[config.mk]
export PLATFORM = sky130hd
export DESIGN_NAME = mem_port_arbiter_flat
export DESIGN_NICKNAME = d
export VERILOG_FILES = /design/src/rtl/mem_port_arbiter_if.sv /design/src/rtl/mem_port_arbiter.sv /design/src/flat_wrapper.sv
export SDC_FILE = /design/constraint.sdc
export NUM_CORES = 1
export LEC_CHECK = 0
export CAP_MARGIN = 40
export CELL_PAD_IN_SITES_DETAIL_PLACEMENT = 2
export CELL_PAD_IN_SITES_GLOBAL_PLACEMENT = 2
export CORE_ASPECT_RATIO = 0.75
export CORE_MARGIN = 4
export CORE_UTILIZATION = 24
export CTS_CLUSTER_SIZE = 16
export DETAILED_ROUTE_END_ITERATION = 12
export PLACE_DENSITY_LB_ADDON = 0.05
export RECOVER_POWER = 25
export SYNTH_ARGS = -nofsm -noshare
export SYNTH_HDL_FRONTEND = slang
export SYNTH_SLANG_ARGS = --single-unit
[constraint.sdc]
create_clock -name clock -period 2.85 [get_ports clock]
set_input_delay 0.855 -clock clock [delete_from_list [all_inputs] [get_ports clock]]
set_output_delay 0.855 -clock clock [all_outputs]
set_load 0.02 [all_outputs]
[src/rtl/mem_port_arbiter_if.sv]
// -----------------------------------------------------------------------------
// mem_port_arbiter_if
// Bundle of the requester handshakes and the memory-macro bus around
// mem_port_arbiter.
//   slave  : arbiter side. It takes requests and read data in, and drives the
//            acks, the rdata registers and the memory strobes out.
//   master : environment side, meaning the two requesters plus the memory.
// Signals:
//   rX_req/we/addr/wdata  request and payload from requester X (0 = CPU, 1 = loader)
//   rX_lock               grant retention request (only when ARB_LOCK_EN is defined)
//   rX_ack/rX_rdata       completion pulse and registered read data to requester X
//   mem_en/we/addr/wdata  memory access strobe and payload
//   mem_rdata             memory read data, valid one cycle after mem_en
//   busy, grant_id        arbiter status
// Optional feature macro: ARB_LOCK_EN
// -----------------------------------------------------------------------------
interface mem_port_arbiter_if #(
  parameter int ADDR_W = 16,
  parameter int DATA_W = 16
);
  logic              r0_req;
  logic              r1_req;
  logic              r0_we;
  logic              r1_we;
  logic [ADDR_W-1:0] r0_addr;
  logic [ADDR_W-1:0] r1_addr;
  logic [DATA_W-1:0] r0_wdata;
  logic [DATA_W-1:0] r1_wdata;
  logic              r0_ack;
  logic              r1_ack;
  logic [DATA_W-1:0] r0_rdata;
  logic [DATA_W-1:0] r1_rdata;
  logic              mem_en;
  logic              mem_we;
  logic [ADDR_W-1:0] mem_addr;
  logic [DATA_W-1:0] mem_wdata;
  logic [DATA_W-1:0] mem_rdata;
  logic              busy;
  logic              grant_id;
`ifdef ARB_LOCK_EN
  logic              r0_lock;
  logic              r1_lock;

  modport slave (
    input  r0_req, r1_req, r0_we, r1_we, r0_addr, r1_addr, r0_wdata, r1_wdata,
    input  r0_lock, r1_lock, mem_rdata,
    output r0_ack, r1_ack, r0_rdata, r1_rdata,
    output mem_en, mem_we, mem_addr, mem_wdata, busy, grant_id
  );

  modport master (
    output r0_req, r1_req, r0_we, r1_we, r0_addr, r1_addr, r0_wdata, r1_wdata,
    output r0_lock, r1_lock, mem_rdata,
    input  r0_ack, r1_ack, r0_rdata, r1_rdata,
    input  mem_en, mem_we, mem_addr, mem_wdata, busy, grant_id
  );
`else
  modport slave (
    input  r0_req, r1_req, r0_we, r1_we, r0_addr, r1_addr, r0_wdata, r1_wdata,
    input  mem_rdata,
    output r0_ack, r1_ack, r0_rdata, r1_rdata,
    output mem_en, mem_we, mem_addr, mem_wdata, busy, grant_id
  );

  modport master (
    output r0_req, r1_req, r0_we, r1_we, r0_addr, r1_addr, r0_wdata, r1_wdata,
    output mem_rdata,
    input  r0_ack, r1_ack, r0_rdata, r1_rdata,
    input  mem_en, mem_we, mem_addr, mem_wdata, busy, grant_id
  );
`endif
endinterface

[src/rtl/mem_port_arbiter.sv]
// -----------------------------------------------------------------------------
// mem_port_arbiter
// Shares one single-port unified memory between the CPU memory port
// (requester 0) and the program-loader/debug port (requester 1). Each
// transaction runs through IDLE -> ISSUE -> RESP. The arbiter grants
// round-robin on contention and completes with a one-cycle ack in RESP.
// Ports:
//   clock  system clock, rising edge
//   reset  synchronous active-high reset. It aborts any transaction in flight
//          without an ack and clears the read-data registers.
//   bus    mem_port_arbiter_if.slave (requester handshakes and memory bus)
// Optional feature macro: ARB_LOCK_EN. When it is defined, a locking owner that
// still requests in the next IDLE is re-granted, up to LOCK_MAX times in a row.
// -----------------------------------------------------------------------------
module mem_port_arbiter #(
  parameter int ADDR_W = 16,
  parameter int DATA_W = 16
`ifdef ARB_LOCK_EN
  ,
  parameter int LOCK_MAX = 8
`endif
) (
  input  logic              clock,
  input  logic              reset,
  mem_port_arbiter_if.slave bus
);

  typedef enum logic [1:0] {
    IDLE  = 2'd0,
    ISSUE = 2'd1,
    RESP  = 2'd2
  } state_t;

  state_t            state_q, state_d;
  logic              owner_q, owner_d;
  logic              last_q, last_d;
  logic              we_q, we_d;
  logic [ADDR_W-1:0] addr_q, addr_d;
  logic [DATA_W-1:0] wdata_q, wdata_d;
  logic              sel_s;
  logic              lock_hit_s;

  logic              mem_en_q, mem_en_d;
  logic              mem_we_q, mem_we_d;
  logic              busy_q, busy_d;
  logic              r0_ack_q, r0_ack_d;
  logic              r1_ack_q, r1_ack_d;
  logic [DATA_W-1:0] r0_rdata_q, r0_rdata_d;
  logic [DATA_W-1:0] r1_rdata_q, r1_rdata_d;

`ifdef ARB_LOCK_EN
  // The counter is 4 bits wide, so LOCK_MAX is expected to stay below 16.
  localparam logic [3:0] LOCK_MAX_C = 4'(LOCK_MAX);

  logic       lock_pend_q, lock_pend_d;
  logic [3:0] lock_cnt_q, lock_cnt_d;
  logic       grant_s;
  logic       owner_req_s;

  assign grant_s     = (state_q == IDLE) && (bus.r0_req || bus.r1_req);
  assign owner_req_s = owner_q ? bus.r1_req : bus.r0_req;
  // A lock taken in RESP holds only for the IDLE cycle that immediately
  // follows, and only while the consecutive-lock budget is not used up.
  assign lock_hit_s  = lock_pend_q && owner_req_s && (lock_cnt_q < LOCK_MAX_C);

  // Lock bookkeeping: sample the owner's lock in RESP, count locked re-grants
  always_comb begin
    lock_pend_d = lock_pend_q;
    lock_cnt_d  = lock_cnt_q;
    if (state_q == RESP) begin
      lock_pend_d = owner_q ? bus.r1_lock : bus.r0_lock;
    end else if (state_q == IDLE) begin
      lock_pend_d = 1'b0;
      if (grant_s) begin
        if (lock_hit_s) begin
          lock_cnt_d = lock_cnt_q + 4'd1;
        end else begin
          lock_cnt_d = 4'd0;
        end
      end else begin
        lock_cnt_d = lock_cnt_q;
      end
    end else begin
      lock_pend_d = lock_pend_q;
    end
  end

  // Lock state registers
  always_ff @(posedge clock) begin
    if (reset) begin
      lock_pend_q <= 1'b0;
      lock_cnt_q  <= 4'd0;
    end else begin
      lock_pend_q <= lock_pend_d;
      lock_cnt_q  <= lock_cnt_d;
    end
  end
`else
  assign lock_hit_s = 1'b0;
`endif

  // FSM state register with the latched owner and payload
  always_ff @(posedge clock) begin
    if (reset) begin
      state_q <= IDLE;
      owner_q <= 1'b0;
      last_q  <= 1'b1;  // requester 0 wins the first tie
      we_q    <= 1'b0;
      addr_q  <= '0;
      wdata_q <= '0;
    end else begin
      state_q <= state_d;
      owner_q <= owner_d;
      last_q  <= last_d;
      we_q    <= we_d;
      addr_q  <= addr_d;
      wdata_q <= wdata_d;
    end
  end

  // Next-state logic: arbitrate in IDLE, then step through ISSUE and RESP
  always_comb begin
    state_d = state_q;
    owner_d = owner_q;
    last_d  = last_q;
    we_d    = we_q;
    addr_d  = addr_q;
    wdata_d = wdata_q;
    sel_s   = 1'b0;
    case (state_q)
      IDLE: begin
        if (bus.r0_req || bus.r1_req) begin
          if (lock_hit_s) begin
            sel_s = owner_q;
          end else if (bus.r0_req && bus.r1_req) begin
            sel_s = ~last_q;
          end else begin
            sel_s = bus.r1_req;
          end
          state_d = ISSUE;
          owner_d = sel_s;
          last_d  = sel_s;
          // Latch the payload here so requester changes in flight are ignored.
          if (sel_s) begin
            we_d    = bus.r1_we;
            addr_d  = bus.r1_addr;
            wdata_d = bus.r1_wdata;
          end else begin
            we_d    = bus.r0_we;
            addr_d  = bus.r0_addr;
            wdata_d = bus.r0_wdata;
          end
        end else begin
          state_d = IDLE;
        end
      end
      ISSUE:   state_d = RESP;
      RESP:    state_d = IDLE;
      default: state_d = IDLE;
    endcase
  end

  // Output decode. It is based on the next state, so that the registered
  // outputs line up with the state they belong to.
  always_comb begin
    mem_en_d   = (state_d == ISSUE);
    mem_we_d   = (state_d == ISSUE) && we_d;
    busy_d     = (state_d != IDLE);
    r0_ack_d   = (state_d == RESP) && !owner_d;
    r1_ack_d   = (state_d == RESP) && owner_d;
    r0_rdata_d = r0_rdata_q;
    r1_rdata_d = r1_rdata_q;
    // mem_rdata is valid during RESP and is captured into the owner's register only.
    if ((state_q == RESP) && !we_q) begin
      if (owner_q) begin
        r1_rdata_d = bus.mem_rdata;
      end else begin
        r0_rdata_d = bus.mem_rdata;
      end
    end else begin
      r0_rdata_d = r0_rdata_q;
      r1_rdata_d = r1_rdata_q;
    end
  end

  // Registered outputs
  always_ff @(posedge clock) begin
    if (reset) begin
      mem_en_q   <= 1'b0;
      mem_we_q   <= 1'b0;
      busy_q     <= 1'b0;
      r0_ack_q   <= 1'b0;
      r1_ack_q   <= 1'b0;
      r0_rdata_q <= '0;
      r1_rdata_q <= '0;
    end else begin
      mem_en_q   <= mem_en_d;
      mem_we_q   <= mem_we_d;
      busy_q     <= busy_d;
      r0_ack_q   <= r0_ack_d;
      r1_ack_q   <= r1_ack_d;
      r0_rdata_q <= r0_rdata_d;
      r1_rdata_q <= r1_rdata_d;
    end
  end

  assign bus.mem_en    = mem_en_q;
  assign bus.mem_we    = mem_we_q;
  assign bus.mem_addr  = addr_q;
  assign bus.mem_wdata = wdata_q;
  assign bus.busy      = busy_q;
  assign bus.grant_id  = owner_q;
  assign bus.r0_ack    = r0_ack_q;
  assign bus.r1_ack    = r1_ack_q;
  assign bus.r0_rdata  = r0_rdata_q;
  assign bus.r1_rdata  = r1_rdata_q;

endmodule

[src/flat_wrapper.sv]
// flat-port wrapper written by rule: the top's interface ports become plain ports
module mem_port_arbiter_flat 
#(
  parameter int ADDR_W = 16,
  parameter int DATA_W = 16

)
  (clock, reset, bus_r0_req, bus_r1_req, bus_r0_we, bus_r1_we, bus_r0_addr, bus_r1_addr, bus_r0_wdata, bus_r1_wdata, bus_mem_rdata, bus_r0_ack, bus_r1_ack, bus_r0_rdata, bus_r1_rdata, bus_mem_en, bus_mem_we, bus_mem_addr, bus_mem_wdata, bus_busy, bus_grant_id);
  mem_port_arbiter_if #(.ADDR_W(ADDR_W), .DATA_W(DATA_W)) bus_i ();
  input  logic clock;
  input  logic reset;
  input wire logic [$bits(bus_i.r0_req)-1:0] bus_r0_req;
  input wire logic [$bits(bus_i.r1_req)-1:0] bus_r1_req;
  input wire logic [$bits(bus_i.r0_we)-1:0] bus_r0_we;
  input wire logic [$bits(bus_i.r1_we)-1:0] bus_r1_we;
  input wire logic [$bits(bus_i.r0_addr)-1:0] bus_r0_addr;
  input wire logic [$bits(bus_i.r1_addr)-1:0] bus_r1_addr;
  input wire logic [$bits(bus_i.r0_wdata)-1:0] bus_r0_wdata;
  input wire logic [$bits(bus_i.r1_wdata)-1:0] bus_r1_wdata;
  input wire logic [$bits(bus_i.mem_rdata)-1:0] bus_mem_rdata;
  output wire logic [$bits(bus_i.r0_ack)-1:0] bus_r0_ack;
  output wire logic [$bits(bus_i.r1_ack)-1:0] bus_r1_ack;
  output wire logic [$bits(bus_i.r0_rdata)-1:0] bus_r0_rdata;
  output wire logic [$bits(bus_i.r1_rdata)-1:0] bus_r1_rdata;
  output wire logic [$bits(bus_i.mem_en)-1:0] bus_mem_en;
  output wire logic [$bits(bus_i.mem_we)-1:0] bus_mem_we;
  output wire logic [$bits(bus_i.mem_addr)-1:0] bus_mem_addr;
  output wire logic [$bits(bus_i.mem_wdata)-1:0] bus_mem_wdata;
  output wire logic [$bits(bus_i.busy)-1:0] bus_busy;
  output wire logic [$bits(bus_i.grant_id)-1:0] bus_grant_id;
  assign bus_i.r0_req = bus_r0_req;
  assign bus_i.r1_req = bus_r1_req;
  assign bus_i.r0_we = bus_r0_we;
  assign bus_i.r1_we = bus_r1_we;
  assign bus_i.r0_addr = bus_r0_addr;
  assign bus_i.r1_addr = bus_r1_addr;
  assign bus_i.r0_wdata = bus_r0_wdata;
  assign bus_i.r1_wdata = bus_r1_wdata;
  assign bus_i.mem_rdata = bus_mem_rdata;
  assign bus_r0_ack = bus_i.r0_ack;
  assign bus_r1_ack = bus_i.r1_ack;
  assign bus_r0_rdata = bus_i.r0_rdata;
  assign bus_r1_rdata = bus_i.r1_rdata;
  assign bus_mem_en = bus_i.mem_en;
  assign bus_mem_we = bus_i.mem_we;
  assign bus_mem_addr = bus_i.mem_addr;
  assign bus_mem_wdata = bus_i.mem_wdata;
  assign bus_busy = bus_i.busy;
  assign bus_grant_id = bus_i.grant_id;
  mem_port_arbiter #(.ADDR_W(ADDR_W), .DATA_W(DATA_W)) u_core (.clock(clock), .reset(reset), .bus(bus_i));
endmodule
Word level (Yosys, flattened, before mapping)
Index checks and enable logic that the tools add are counted.
{"block": "op_classes", "n_eq_ne": 4, "muxes": 12, "bitwise": 2, "n_reduce_logical": 13}
{"operator": "2-to-1 mux 16 bit", "n": 2}
{"operator": "2-to-1 mux 1 bit", "n": 9}
{"operator": "AND reduction 2 bit", "n": 3}
{"operator": "logical AND 1 bit", "n": 5}
{"operator": "== test 2 x 1 -> 1 bit, second input constant", "n": 2}
{"operator": "== test 2 bit, second input constant", "n": 2}
{"operator": "one-hot mux 2 bit (2 select lines)", "n": 1}
{"operator": "zero test 1 bit", "n": 2}
{"operator": "zero test 2 bit", "n": 1}
{"operator": "inverter 1 bit", "n": 2}
{"operator": "nonzero test 2 bit", "n": 1}
{"operator": "logical OR 1 bit", "n": 1}
{"block": "word_totals", "reg_bits": 74, "inputBits": 86}

Logic depth before layout (Yosys ltp)
{"block": "depth", "ltp_word": 8, "mapped_depth": 6, "ltp_nobuf": 3}

Least setup slack after synthesis
Ideal clock, no wire load.
{"block": "synth_path", "path_kind": "input port to flip-flop", "start": "in bus_r1_req", "end": "reg u_core.addr_q[10], in the netlist u_core.bus.mem_addr[10]", "setup_time_ns": 0.089, "t_arrival_ns": 1.786, "required_time_ns": 2.761, "path_slack_ns": 0.976, "path_stages": 6, "n_path_buf": 3, "path_cell_list": "or2_0 -> buf_2 -> and2_1 -> buf_6 -> buf_6 -> a311oi_2"}
{"block": "synth_via", "elab_chain_len": 5, "elab_cells_between_ends": 7}
{"item": "start, declared", "line_no": "flat_wrapper.sv:13", "rtl": "input wire logic [$bits(bus_i.r1_req)-1:0] bus_r1_req;"}
{"item": "logical AND 1 bit", "line_no": "mem_port_arbiter.sv:135", "rtl": "end else if (bus.r0_req && bus.r1_req) begin"}
{"item": "2-to-1 mux 1 bit", "line_no": "mem_port_arbiter.sv:135"}
{"item": "2-to-1 mux 1 bit", "line_no": "mem_port_arbiter.sv:132", "rtl": "if (bus.r0_req || bus.r1_req) begin"}
{"item": "2-to-1 mux 1 bit", "line_no": "mem_port_arbiter.sv:130", "rtl": "case (state_q)"}
{"item": "2-to-1 mux 16 bit", "line_no": "mem_port_arbiter.sv:144", "rtl": "if (sel_s) begin"}
{"item": "end signal, assigned", "line_no": "mem_port_arbiter.sv:116", "rtl": "addr_q <= addr_d;"}
{"item": "end, declared", "line_no": "mem_port_arbiter.sv:38", "rtl": "logic [ADDR_W-1:0] addr_q, addr_d;"}
Several ways; a longest one is shown, not always the timed one. The select of a mux whose other input is x is not followed.
A chain may end at the register's enable or synchronous reset.

Worst setup path after layout
{"block": "layout_path", "start": "in bus_r0_req", "end": "reg u_core.addr_q[0], in the netlist u_core.bus.mem_addr[0]"}
{"block": "layout_via", "elab_chain_len": 5, "elab_cells_between_ends": 7}
{"item": "start, declared", "line_no": "flat_wrapper.sv:12", "rtl": "input wire logic [$bits(bus_i.r0_req)-1:0] bus_r0_req;"}
{"item": "logical AND 1 bit", "line_no": "mem_port_arbiter.sv:135"}
{"item": "2-to-1 mux 1 bit", "line_no": "mem_port_arbiter.sv:135"}
{"item": "2-to-1 mux 1 bit", "line_no": "mem_port_arbiter.sv:132"}
{"item": "2-to-1 mux 1 bit", "line_no": "mem_port_arbiter.sv:130"}
{"item": "2-to-1 mux 16 bit", "line_no": "mem_port_arbiter.sv:144"}
Several ways; a longest one is shown, not always the timed one. The select of a mux whose other input is x is not followed.

==> qor.csv <==
metric,value,unit
outcome,"complete, no violations",
final hold vios,0,
core area,12600,um2
P&R area growth vs syn,62.6,%
I/O pins,156,
fill count,1367,
largest net degree at the start of global routing,40,
RD Place Congestion,0.699,
GRT overflow,0,
Worst IR Drop VDD,0.299,mV
share of layout cells above drive strength 1,0.126,
Max stage delay on crit path,640,ps
hold crit path type,flip-flop to flip-flop,
# hold bufs at CTS,0,
main combinational cell family by area after synthesis,compound AO/OA/AOI/OAI gates,
sequential-to-total area share from yosys stat,0.471,
RSZ-0062 raised after global routing,no,
Die Wd,140,um
Final Setup Violations,0,
Syn Area/Cell,8.71,um2
hold endpoint,u_core.bus.r1_rdata[8],
1st-iter DRT viols,111,
Die ar.,15000,um2
final hold slack,454,ps
Reg area,1480,um2
clk_lat worst skew,330,ps
Post-Syn Area,3140,um2
WHS Path Cells,2,
achievable clock frequency,400,MHz
pwr/cell area,584,nW/um2
clock buffer depth,2,
TritonCTS clock tree,built,
Sink Count,74,
Slew Limit Fails,0,
Vias/cell,4.71,
Final Core Density,0.407,
first-pass GRT wire length,19300,um
post-synthesis compound-gate area fraction,0.271,
worst slew pin tran,1020,ps
Synth Register Bits,74,
"Reg clk slew, reported paths",60,ps
Post-Syn Nets,447,
drt drc,0,
Post-Place Worst Slack,326,ps
GRT Overall Usage,0.162,
setup slack after layout,352,ps
vias in the first global route,3604,
"Arr. time, crit path",2740,ps
CP required,3090,ps
CP max stage cell,dlygate4sd3_1,
crit path launch type,input pin,
routed wire length,12000,um
fin nets,590,
min-delay src,u_core.bus.r1_rdata[8],
FF-to-FF setup slack,1120,ps
vias post-DR,3179,
Starting Density,0.250,
Crit Path Class,input pin to flip-flop,
Clock Skew,5.40,ps
crit path time final,2500,ps
CTS resizes,0,
Detail Route Antenna Nets,0,
worst flop-to-flop path startpoint,u_core.state_q[0],
library cells used by synthesis,27,
xor/xnor cell area share of the yosys netlist,0,
crit path cell chain,dlygate4sd3_1 -> or2_1 -> clkbuf_2 -> a21oi_1 -> a311oi_2,
Synth Area in Adders,0,
Worst Path Max Fanout,34,
initial antenna violation count,0,
Max Cap Viol,0,
Max-slew headroom,0.323,
multi-input logic area,1480,um2
mux share of post-synthesis cell area,0.00637,
H-tree depth,3,
Reg2Reg Depth,3,
clk root buf,clkbuf_16,
CTS buffer count,9,
Chip Height,107,um
Lkg Pwr,1.79,nW
setup TNS,0,ps
drt first pass iters,4,
ant diodes,0,
cell family with most CP delay,buffers and inverters,
Synth warnings,0,
HPWL after DPL,8590,um
Setup crit end kind,flip-flop,
Core Rows,35,
Synth Area in Simple Gates,0.193,
Setup Buffers After CTS,0,
Wirelength per Cell,17.8,um
Cells after Synth,361,
fin crit share,0.877,
CP Buf/Inv Count,2,
Buffers on Ports,155,
reg2reg end,u_core.bus.r0_rdata[9],
## worst max path at each step
stage | slack (ps) | endpoint | startpoint | depth (start not counted)
final | 350 | u_core.bus.mem_addr[0] | bus_r0_req | 5
after global routing | 250 | u_core.bus.mem_addr[14] | bus_r0_req | 5
after CTS | 470 | bus_grant_id | u_core.bus.grant_id | 1
after detailed placement | 330 | u_core.bus.mem_wdata[14] | bus_r1_req | 5
after global placement | 390 | u_core.bus.mem_wdata[14] | bus_r0_req | 5
after floorplan | 980 | u_core.bus.mem_addr[10] | bus_r1_req | 6
## Yosys cell counts
cell type,instances,share of area
a211oi_2,1,0.0040
inv_1,1,0.0012
clkbuf_1,15,0.018
a21oi_1,67,0.11
and2_1,1,0.0020
dfxtp_1,74,0.47
nor4b_4,1,0.0076
a21bo_2,1,0.0032
o21ba_2,1,0.0032
o21ai_0,1,0.0016
a21boi_2,1,0.0036
buf_6,5,0.018
o21bai_1,1,0.0024
nand2_1,131,0.16
nor2_1,3,0.0036
a311oi_1,3,0.0084
or2_0,1,0.0020
clkbuf_2,2,0.0032
buf_2,11,0.018
nor3_1,4,0.0064
or3b_2,1,0.0028
nor2_2,1,0.0020
nand4bb_1,1,0.0036
and4bb_2,1,0.0040
or4b_1,1,0.0032
mux2i_1,2,0.0064
a311oi_2,29,0.14
## power breakdown
group	switching [W]	internal [W]	total, W
clock	0.000443	0.000725	0.00117
combinational	0.000338	0.000325	0.000663
sequential	0.0000481	0.00111	0.00116
## flip-flops by register name, summed over array words and instances, names as in the netlist, 2 cells and up
name / flops
u_core.bus.mem_addr: 16
u_core.bus.mem_wdata: 16
u_core.bus.r0_rdata: 16
u_core.bus.r1_rdata: 16
u_core.state_q: 2
## cells by family (layout without fill, tap and decap cells)
group / count (synthesis) / after routing
mux: 2 / 2
flops: 74 / 74
simple gates: 146 / 146
buf+inv: 34 / 182
compound gates: 105 / 105
## metrics by stage
| stage | instance area [um2] | instances | power (W) |
|---|---|---|---|
| 2_1_floorplan | 3140 | 361 | 0.00152 |
| 5_1_grt | 5110 | 675 | 0.00313 |
| 3_3_place_gp | 4820 | 659 | 0.00184 |
| 4_1_cts | 5130 | 675 | 0.00305 |
| 6_report | 5110 | 675 | 0.00299 |
| 3_5_place_dp | 4820 | 659 | 0.00186 |
## worst min-delay path, cell delays in order (launching register included)
cell and delay, ps:
dfxtp_1 310, nand2_1 50, a21oi_1 50
## placed cells by master, fill, tap and decap left out, drive strengths merged
cell type / count
nor2: 4
clkinvlp: 2
a211oi: 1
inv: 1
mux2i: 2
bufinv: 1
dlygate4sd3: 1
o21ai: 1
a311oi: 32
clkdlybuf4s50: 153
or3b: 1
and2: 1
nor4b: 1
a21oi: 67
dfxtp: 74
nand2: 131
o21ba: 1
o21bai: 1
a21boi: 1
clkbuf: 15
and4bb: 1
or4b: 1
a21bo: 1
nand4bb: 1
buf: 8
clkinv: 1
nor3: 4
or2: 1
## area by class of cell
cell class | instances | share of cell area
Clock buffer | 12 | 0.0502
Clock inverter | 4 | 0.00979
Inverter | 1 | 0.000734
Multi-Input combinational cell | 253 | 0.290
Sequential cell | 74 | 0.290
Tap cell | 166 | 0.0406
Timing Repair Buffer | 165 | 0.319
## per-layer routing
layer	vias up	share of wire	track usage
met5	-	0	0
met4	0	0.013	0.0450
met3	15	0.076	0.0624
met2	99	0.46	0.272
met1	1524	0.45	0.194
li1	1541	-	-
No activity file was read; power rests on OpenSTA's default activity.
